**src/rtl/arbiter_pkg.sv**
```systemverilog
// Shared types and rotating-priority pick for the 4-way round-robin arbiter.
// Pure combinational helpers; no state, no backpressure.
package arbiter_pkg;

    typedef enum logic {S_IDLE, S_GRANT} arb_state_t;

    localparam int N_REQ = 4;

    typedef logic [1:0] req_idx_t;

    // Returns {found, idx}: first set bit of req & ~excl_mask scanning upward from ptr, mod 4.
    function automatic logic [2:0] pick(input logic [N_REQ-1:0] req,
                                        input req_idx_t         ptr,
                                        input logic [N_REQ-1:0] excl_mask);
        logic [N_REQ-1:0] cand;
        req_idx_t         idx;
        logic [2:0]       res;
        cand = req & ~excl_mask;
        res  = 3'b000;
        // Walk from the farthest offset down so the nearest candidate is written last.
        for (int k = N_REQ - 1; k >= 0; k--) begin
            idx = ptr + req_idx_t'(k);
            if (cand[idx]) begin
                res = {1'b1, idx};
            end
        end
        return res;
    endfunction

endpackage

```
**src/rtl/arbiter_rr_4_decoder.sv**
```systemverilog
// 2-to-4 one-hot decoder with enable; zero latency, all-zero output when disabled.
// Combinational only, no backpressure.
module decoder_2_to_4 (
    input  logic       ena,
    input  logic [1:0] in,
    output logic [3:0] out
);

    always_comb begin
        out = 4'b0000;
        if (ena) begin
            out[in] = 1'b1;
        end
    end

endmodule

```
**src/rtl/arbiter_rr_4.sv**
```systemverilog
// Round-robin 4-way arbiter with bounded grant hold and preemption on expiry.
// Latency: request edge -> grant one edge later; ena low blanks the grant combinationally.
module arbiter_rr_4
    import arbiter_pkg::*;
#(
    parameter int MAX_HOLD = 8,
    parameter int HOLD_W   = $clog2(MAX_HOLD + 1)
) (
    input  logic             clk,
    input  logic             rst,
    input  logic             ena,
    input  logic [N_REQ-1:0] req,
    output logic [N_REQ-1:0] gnt,
    output req_idx_t         gnt_idx,
    output logic             gnt_valid,
    output logic             preempt
);

    localparam logic [HOLD_W-1:0] HOLD_MAX = HOLD_W'(MAX_HOLD);

    arb_state_t        state, state_nxt;
    req_idx_t          ptr, ptr_nxt;
    req_idx_t          idx_nxt;
    logic [HOLD_W-1:0] hold_cnt, hold_nxt;
    logic              pre_nxt;
    logic [N_REQ-1:0]  owner_mask;
    logic              others_pending;
    logic [2:0]        sel;
    logic              take;

    always_ff @(posedge clk or posedge rst) begin
        if (rst) begin
            state    <= S_IDLE;
            ptr      <= '0;
            hold_cnt <= '0;
            gnt_idx  <= '0;
            preempt  <= 1'b0;
        end else begin
            state    <= state_nxt;
            ptr      <= ptr_nxt;
            hold_cnt <= hold_nxt;
            gnt_idx  <= idx_nxt;
            preempt  <= pre_nxt;
        end
    end

    always_comb begin
        state_nxt      = state;
        ptr_nxt        = ptr;
        hold_nxt       = hold_cnt;
        idx_nxt        = gnt_idx;
        pre_nxt        = 1'b0;
        take           = 1'b0;
        sel            = 3'b000;
        owner_mask     = 4'b0001 << gnt_idx;
        others_pending = |(req & ~owner_mask);

        if (!ena) begin
            // ptr deliberately untouched so rotation resumes where it left off.
            state_nxt = S_IDLE;
            hold_nxt  = '0;
        end else begin
            case (state)
                S_IDLE: begin
                    sel  = pick(req, ptr, '0);
                    take = sel[2];
                end
                S_GRANT: begin
                    if (req[gnt_idx]) begin
                        if (hold_cnt == HOLD_MAX && others_pending) begin
                            sel     = pick(req, ptr, owner_mask);
                            take    = 1'b1;
                            pre_nxt = 1'b1;
                        end else if (hold_cnt != HOLD_MAX) begin
                            hold_nxt = hold_cnt + HOLD_W'(1);
                        end
                    end else if (others_pending) begin
                        // Owner released with someone waiting: hand over without a bubble.
                        sel  = pick(req, ptr, owner_mask);
                        take = 1'b1;
                    end else begin
                        state_nxt = S_IDLE;
                        hold_nxt  = '0;
                    end
                end
                default: state_nxt = S_IDLE;
            endcase

            if (take) begin
                state_nxt = S_GRANT;
                idx_nxt   = sel[1:0];
                ptr_nxt   = sel[1:0] + req_idx_t'(1);
                hold_nxt  = HOLD_W'(1);
            end
        end
    end

    assign gnt_valid = (state == S_GRANT) & ena;

    decoder_2_to_4 u_dec (
        .ena (gnt_valid & ena),
        .in  (gnt_idx),
        .out (gnt)
    );

endmodule
```
**config.mk**
```make
export PLATFORM = sky130hd
export DESIGN_NAME = arbiter_rr_4
export DESIGN_NICKNAME = d
export VERILOG_FILES = /design/src/rtl/arbiter_pkg.sv /design/src/rtl/arbiter_rr_4_decoder.sv /design/src/rtl/arbiter_rr_4.sv
export SDC_FILE = /design/constraint.sdc
export NUM_CORES = 1
export LEC_CHECK = 0
export ABC_AREA = 1
export CAP_MARGIN = 20
export CORE_AREA = 2 2 63 65
export DETAILED_ROUTE_END_ITERATION = 6
export DIE_AREA = 0 0 65 67
export RECOVER_POWER = 50
export SYNTH_ARGS = -nofsm -noshare
export SYNTH_HDL_FRONTEND = slang
export SYNTH_SLANG_ARGS = --single-unit
```
**constraint.sdc**
```tcl
create_clock -name clk -period 4.3 [get_ports clk]
set_clock_uncertainty 0.1 [all_clocks]
set_input_delay 0.645 -clock clk [delete_from_list [all_inputs] [get_ports clk]]
set_output_delay 0.645 -clock clk [all_outputs]
set_load 0.02 [all_outputs]
```
==> results_dict.tcl <==
set metrics [dict create \
    status "complete, no violations" \
    total_power_uw 798 \
    synth_top_family_by_area "simple AND/OR/NAND/NOR gates" \
    grt_first_pass_wirelength_um 4160 \
    synth_xor_area_share_pct 1.80 \
    io_buffers 14 \
    yosys.area_share.simple_pct 48.6 \
    yosysWarnings 0 \
    tritoncts "done" \
    synth-adder-area-share_pct 2.58 \
    fin_area_mm2 0.00122 \
    critical_path_class "input pin to output pin" \
    crit_start "ena" \
    core-area_mm2 0.00361 \
    hold_viol 0 \
    drtIter0Drc 31 \
    rsz0062_at_grt "no" \
    cts_resized 0 \
    muxShareOfSynthArea_pct 0 \
    ctsHoldBuffers 0 \
    cts_buffer_depth 2 \
    dp_hpwl_um 1930 \
    period_minus_slack_ps 2760 \
    syn_avg_cell_area_um2 5.85 \
    p_leak_nw 0.641 \
    dieArea_mm2 0.00436 \
    worstPathMaxFanout 5 \
    crit_end "gnt[2]" \
    routed_wl_um 2370 \
    crit_arrival_ps 2020 \
    crit_path_start_kind "input pin" \
    grt_max_degree 16 \
    synth_enable_flop_cells 0 \
    initial_core_util_pct 26.9 \
    grt-ovfl-total 0 \
    min_path_cells 2 \
    io_pins 15 \
    diodes 0 \
    die_y_um 67 \
    ys_ff_latch 10 \
    rrSetupSlack_ps 2230 \
    fin_ws_ps 1540 \
    htree_levels 1 \
    antenna_found_initial 0 \
    holdCritPathClass "flip-flop to flip-flop" \
    peakVddDrop_mv 0.324 \
    rows 22 \
    ff2ff_path_depth 12 \
    cts.clk_slew.worst_paths_ps 50 \
    cts_num_sinks 10 \
    fillCellCount 400 \
    r2r_start "gnt_idx[0]" \
    cts_root_buf "clkbuf_8" \
    final_nets 193 \
    clkLatencyLatePin_ps 240 \
    period_share_pct 64.3 \
    placed_area_mm2 0.00117 \
    synthCells 166 \
    holdCritStartpoint "hold_cnt[1]" \
    worstMarginPinSlew_ps 430 \
    critPathCaptureType "output pin" \
    synth.top_cell.area_share_pct 25.9 \
    yosysMostFrequentCell "nand2_1" \
    async_reset_ff_share_pct 100 \
    wl_per_cell_um 10.2 \
    synth_compound_area_share_pct 11.9 \
    grt.total_usage_pct 12.1 \
    firstDrtPassIters 4 \
    yosys.cell_types.count 23 \
    post-route-drc-count 0 \
    synth_common_cells "nand2_1, inv_1, nand3_1, nor2_1, dfrtp_1" \
    drt.antenna.violating_nets 0 \
    rr_endpoint "hold_cnt[3]" \
    finalSetupViolations 0 \
    power_density_mw_per_mm2 653 \
    netlist_area_um2 971 \
    fin_setup_tns_ps 0 \
    die_w_um 65 \
    postCtsSetupRepairBufs 0 \
    slew_violations 0 \
    cap_violations 0 \
    synthTopCellsByArea "nand2_1, dfrtp_1, inv_1" \
    grt_pass1_vias 941 \
    dp_slack_ps 1520 \
    syn2layout_area_growth_pct 25.8 \
    numCtsBuffers 3 \
    drive_gt1_share_pct 7.65 \
    relSlewSlack_pct 71.3 \
    synthFlopType "dfrtp_1" \
    vias_per_cell 4.68 \
    yosysSeqAreaShare_pct 25.8 \
    critPathRequiredTime_ps 3560 \
    synth_area_leader_cell "nand2_1" \
    vias 1080 \
    syn_nets 175 \
    clock.fmax_mhz 362 \
    gp_congestion 0.796 \
]
[per-layer routing]
metal / wire length [um] / GRT usage, % / up-vias / part of all wire (%)
met2: 1160 / 20.7 / 23 / 49
li1: - / - / 562 / -
met3: 83 / 2.03 / 4 / 3.5
met1: 1090 / 15.3 / 491 / 46
met4: 25 / 3.99 / 0 / 1.1
met5: 0 / 0 / - / 0
[layout by cell type, fill, tap and decap left out]
cell type         n
o21ai_2           2
o21bai_1          1
or3_4             1
dfrtp_1          10
nand2_2           3
o21ai_0           8
nor3_1            1
or2_2             1
nand4_1           3
a21oi_1           4
xnor2_1           2
dlygate4sd3_1     5
o21a_1            1
nand3_1          17
a21oi_4           1
nor2_1           14
inv_1            23
nand2_1          67
nor2_2            1
nand3_2           1
clkbuf_8          4
ha_1              2
clkdlybuf4s50_1   9
a31oi_1           1
nor4_1            1
[where the power goes]
group          switching, mW  leakage, nW  internal, mW
Clock                 0.0385       0.0288        0.0806
Combinational          0.327        0.485         0.180
Sequential            0.0517        0.127         0.121
Total                  0.417        0.641         0.381
[worst max-delay path, stage by stage]
cell             delay (ps)
clkdlybuf4s50_1         510
nand2_1                 130
nor2_1                  120
clkdlybuf4s50_1         610
[logic make-up (layout without fill, tap and decap cells)]
kind of cell               after synthesis  count (layout)
xor gates and xnor gates                 2               2
adders and majority gates                2               2
and+or+nand+nor                        110             110
AOI/OAI and AO/OA                       18              18
buffers and inverters                   24              41
DFF                                     10              10
[through the flow]
| step | hold WS, ps | utilization (%) | cells |
|---|---|---|---|
| floorplan | 385 | - | 166 |
| global placement | 438 | 32.3 | 227 |
| detailed placement | 440 | 32.3 | 227 |
| CTS | 453 | 33.9 | 231 |
| global route | 499 | 33.9 | 231 |
| finish | 446 | 33.9 | 231 |
[flip-flops by register name, summed over array words and instances, names as in the netlist]
| signal | flops |
|---|---|
| state | 1 |
| gnt_idx | 2 |
| hold_cnt | 4 |
| ptr | 2 |
| preempt | 1 |
[area by class of cell]
| type | instances | area (um2) | area share, % |
|---|---|---|---|
| repair buffers | 14 | 140 | 11.5 |
| clock buffers | 4 | 55.1 | 4.51 |
| flip-flops and latches | 10 | 250 | 20.5 |
| multi-input cells | 132 | 629 | 51.5 |
| well taps | 48 | 60.1 | 4.92 |
| inverters | 23 | 86.3 | 7.07 |
[how the worst min path moves through the flow]
stage	slack [ps]	end
final	450	hold_cnt[1]
after global routing	500	hold_cnt[2]
after CTS	450	hold_cnt[1]
after detailed placement	440	hold_cnt[1]
after global placement	440	hold_cnt[0]
after floorplan	390	gnt_idx[0]
Power figures use the tool's default switching activity.
